**src/rtl/serial_parity_rx.sv**
```systemverilog
// Serial frame receiver: start/data/parity/stop frames are strobed in by bit_en.
// Each completed frame is reported with a one-cycle valid pulse and its parity/framing flags.
module serial_parity_rx #(
  parameter int   DATA_W     = 8,
  parameter logic PARITY_ODD = 1'b0
) (
  input  logic              clk,
  input  logic              rst_n,
  input  logic              bit_en,
  input  logic              rx,
  output logic [DATA_W-1:0] data_out,
  output logic              valid,
  output logic              parity_err,
  output logic              frame_err,
  output logic              busy
);

  localparam int CNT_W = (DATA_W > 1) ? $clog2(DATA_W) : 1;

  typedef enum logic [1:0] {IDLE, DATA, PARITY, STOP} state_e;

  state_e             state_q, state_d;
  logic [DATA_W-1:0]  shift_q, shift_d;
  logic [CNT_W-1:0]   cnt_q, cnt_d;
  logic               acc_q, acc_d;
  logic [DATA_W-1:0]  data_q, data_d;
  logic               valid_q, valid_d;
  logic               perr_q, perr_d;
  logic               ferr_q, ferr_d;

  always_ff @(posedge clk or negedge rst_n) begin
    if (!rst_n) begin
      state_q <= IDLE;
      shift_q <= '0;
      cnt_q   <= '0;
      acc_q   <= 1'b0;
      data_q  <= '0;
      valid_q <= 1'b0;
      perr_q  <= 1'b0;
      ferr_q  <= 1'b0;
    end else begin
      state_q <= state_d;
      shift_q <= shift_d;
      cnt_q   <= cnt_d;
      acc_q   <= acc_d;
      data_q  <= data_d;
      valid_q <= valid_d;
      perr_q  <= perr_d;
      ferr_q  <= ferr_d;
    end
  end

  always_comb begin
    state_d = state_q;
    shift_d = shift_q;
    cnt_d   = cnt_q;
    acc_d   = acc_q;
    data_d  = data_q;
    valid_d = 1'b0;
    perr_d  = perr_q;
    ferr_d  = ferr_q;
    if (bit_en) begin
      case (state_q)
        IDLE: begin
          if (!rx) begin
            shift_d = '0;
            cnt_d   = '0;
            acc_d   = 1'b0;
            state_d = DATA;
          end
        end
        DATA: begin
          // LSB first: new bits enter at the top and walk down.
          shift_d           = shift_q >> 1;
          shift_d[DATA_W-1] = rx;
          acc_d             = acc_q ^ rx;
          cnt_d             = cnt_q + 1'b1;
          if (cnt_q == CNT_W'(DATA_W - 1)) state_d = PARITY;
        end
        PARITY: begin
          acc_d   = acc_q ^ rx;
          state_d = STOP;
        end
        STOP: begin
          data_d  = shift_q;
          perr_d  = acc_q ^ PARITY_ODD;
          ferr_d  = ~rx;
          valid_d = 1'b1;
          state_d = IDLE;
        end
        default: state_d = IDLE;
      endcase
    end
  end

  assign data_out   = data_q;
  assign valid      = valid_q;
  assign parity_err = perr_q;
  assign frame_err  = ferr_q;
  assign busy       = (state_q != IDLE);

endmodule

```
**config.mk**
```make
export PLATFORM = sky130hd
export DESIGN_NAME = serial_parity_rx
export DESIGN_NICKNAME = d
export VERILOG_FILES = /design/src/rtl/serial_parity_rx.sv
export SDC_FILE = /design/constraint.sdc
export NUM_CORES = 1
export LEC_CHECK = 0
export CAP_MARGIN = 20
export CORE_UTILIZATION = 47
export CTS_CLUSTER_DIAMETER = 100
export DETAILED_ROUTE_END_ITERATION = 10
export PLACE_DENSITY = 0.73
export SETUP_SLACK_MARGIN = 0.05
export SLEW_MARGIN = 20
export SYNTH_ARGS = -nofsm -noshare
export SYNTH_HDL_FRONTEND = slang
export SYNTH_SLANG_ARGS = --single-unit
```
**constraint.sdc**
```tcl
create_clock -name clk -period 1.7 [get_ports clk]
set_input_delay 0.34 -clock clk [delete_from_list [all_inputs] [get_ports clk]]
set_output_delay 0.34 -clock clk [all_outputs]
set_load 0.02 [all_outputs]
```
==> results by group, run 1 <==
Detailed routing
  – DR pass1 iterations: 4
  – DR iter-0 viols: 1
  – WL final: 1599 µm
  – Post-route ant nets: 0
  – DR vias: 665
  – Vias per inst: 5.076
  – # DRC: 0
  – Average routed wire per standard cell: 12.21 µm

Clocking
  – TritonCTS clock tree: yes
  – CTS Root Cell: clkbuf_4
  – Post-CTS setup buffer count: 0
  – CTS buffer count: 3
  – Num Clock Sinks: 25
  – Clock H-tree levels: 1
  – Post-CTS Resized: 3
  – CTS clk-pin slew, worst paths: 0.13 ns
  – Clock buffer depth: 2
  – Clock insertion delay at the later pin of the skew report: 0.30 ns
  – Hold Buf Count CTS: 0

Worst setup path
  – Critical Path Sink Type: primary output
  – FF-to-FF setup slack: 0.15 ns
  – Buf/Inv on CP: 1
  – Worst setup SP type: register
  – Worst-path cell chain: clkdlybuf4s50_1
  – R2R depth: 7
  – WP data arrival: 1.23 ns
  – Worst path slowest cell: clkdlybuf4s50_1
  – Worst-path maximum fanout: 1
  – Critical path type: register to primary output
  – R2r startpoint: state_q[1]
  – Required @ worst endpoint: 1.36 ns
  – Worst path top cell family by delay: buffers and inverters
  – Reg2Reg Capture Point: cnt_q[0]
  – Critical Path Max Stage Delay: 0.59 ns

Cells and area
  – Area of the multi-input gates: 406.6 µm²
  – Fillers: 163
  – Layout cells sized above 1: 25.96%
  – Layout overhead on the synthesized area: 27.72%
  – FF+latch area: 625.6 µm²
  – Number of diodes: 0
  – Commonest non-fill, non-tap cells in the layout: dfrtp_1 (25), a22o_1 (10), mux2_2 (10), dlymetal6s2s_1 (10), buf_4 (8)
  – Most common cell after layout, fill and taps aside: dfrtp_1
  – Final net count: 117

Synthesis
  – Total of warnings raised by yosys: 0
  – Distinct cells, synth: 19
  – Top cells by area, synth: dfrtp_1 (58%), mux2_2 (11%), ha_1 (9.4%), a22o_1 (8.2%), inv_1 (2.1%)
  – Post-Synthesis Net Count: 91
  – Sequential share of the synthesized area: 58.48%
  – Flops & latches, synth: 25
  – Leading area contributor after synthesis: dfrtp_1
  – Syn Inst Count: 79
  – Synth top area share: 58.48%
  – Syn avg cell area: 13.54 µm²
  – Post-Synthesis Cell Area: 0.001070 mm²

Floorplan
  – Row count: 16
  – Top Ports: 16
  – Initial Util: 52.39%
  – Die ar.: 0.002471 mm²
  – CORE AREA: 0.002042 mm²
  – Die Width: 49.71 µm
  – Die Height: 49.71 µm

STA
  – Worst Clk Skew: 0.003527 ns
  – RSZ-0062 raised after global routing: false
  – Worst rel slew slack: 70.91%
  – Max Slew Vio Count: 0
  – # setup viols final: 0
  – Crit path time final: 1.575 ns
  – Final Hold Fails: 0
  – Final Hold Slack: 0.3811 ns
  – Achievable Freq: 634.9 MHz
  – Worst-Margin Slew: 0.4363 ns
  – Post-route clock period utilization: 92.64%

Outcome
  – Status: finished, final reports clean

GRT
  – Grt total ovfl: 0
  – Vias in the first global route: 624
  – Antenna violations before repair: 0
  – First-pass GRT wire length: 2697 µm
  – Gr usage total: 14.55%
  – Largest net degree at the start of global routing: 26

Power and ir drop
  – Pwr dens: 1551 mW/mm²
  – Lkg Pwr: 0.8440 nW
  – Maximum VDD drop: 0.0009224 V
  – Pwr Total: 2.119 mW

Place
  – Port bufs: 15
  – Routability cong.: 0.6862
  – Detailed placement HPWL: 1208 µm

Min path
  – Hold Crit Class: input pin to async pin

Run
  – Maxcap violations: 0
-- Yosys cell counts, drive strengths merged --
cell	count
dfrtp	25
a22o	10
mux2	10
ha	8
inv	6
o21ai	5
buf	3
nand2	3
a21boi	1
and2	1
mux2i	1
nand3	1
nand4	1
nor2	1
nor2b	1
o211ai	1
or2b	1
-- flip-flops by register name, indices dropped and copies added (netlist names) --
signal / cells
parity_err: 1
state_q: 2
acc_q: 1
data_out: 8
shift_q: 8
cnt_q: 3
frame_err: 1
valid: 1
-- final cells by class --
cell class,count,area share [%]
clock buffer,3,1.648
clock inverter,1,0.3663
inverter,6,1.648
multi-input combinational,45,29.76
sequential,25,45.79
tap,27,2.473
timing repair buffer,24,18.32
-- per-stage QoR --
stage	instances	TNS [ns]	cell area, µm²	worst slack (ns)	util, %
2_1_floorplan	79	0	1070	0.2533	-
3_3_place_gp	127	-0.02597	1313	-0.02597	64.28
3_5_place_dp	127	-0.2806	1313	-0.06493	64.28
4_1_cts	131	0	1344	0.007205	65.81
5_1_grt	131	0	1366	0.05747	66.91
6_report	131	0	1366	0.1251	66.91
-- worst max path at each step --
stage                           from    endpoint  slack (ns)  cells after the start
after floorplan             cnt_q[0]  state_q[1]        0.25                      4
after global placement        bit_en    cnt_q[0]       -0.03                      4
after detailed placement      bit_en    cnt_q[0]       -0.06                      4
after CTS                 state_q[1]        busy       0.007                      4
after global routing      state_q[1]    cnt_q[0]        0.06                      7
final                          valid       valid        0.13                      1
-- layer usage --
metal | up-vias | share of wire, % | global-route usage, %
li1 | 328 | - | -
met1 | 327 | 49 | 19.31
met2 | 10 | 48 | 24.77
met3 | 0 | 3.0 | 2.778
met4 | 0 | 0 | 2.857
met5 | - | 0 | 0
-- cell families (layout without fill, tap and decap cells) --
group	after synthesis	in the layout	synth area share, %
flip-flops	25	25	58.48
AO/OA/AOI/OAI	17	17	12.28
multiplexers	11	11	11.46
AND/OR/NAND/NOR	9	9	4.328
buffers and inverters	9	34	4.093
adder cells (fa/ha/maj)	8	8	9.357
-- where the power goes --
group | internal, mW | switching [mW] | leakage, nW | total [mW]
clock | 0.0877 | 0.163 | 0.0177 | 0.251
sequential | 0.788 | 0.103 | 0.335 | 0.891
combinational | 0.502 | 0.475 | 0.491 | 0.977
total | 1.38 | 0.741 | 0.844 | 2.12
(Power assumes the default switching activity.)
==> run 2: changes to the inputs <==
--- a/config.mk
+++ b/config.mk
@@ -5,9 +5,10 @@
 export SDC_FILE = /design/constraint.sdc
 export NUM_CORES = 1
 export LEC_CHECK = 0
-export CAP_MARGIN = 20
+export CAP_MARGIN = 10
 export CORE_UTILIZATION = 47
 export CTS_CLUSTER_DIAMETER = 100
+export CTS_CLUSTER_SIZE = 10
 export DETAILED_ROUTE_END_ITERATION = 10
 export PLACE_DENSITY = 0.73
 export SETUP_SLACK_MARGIN = 0.05
==> results of run 2 <==
The final DEF is identical to that of run 1; final timing and power are the same.
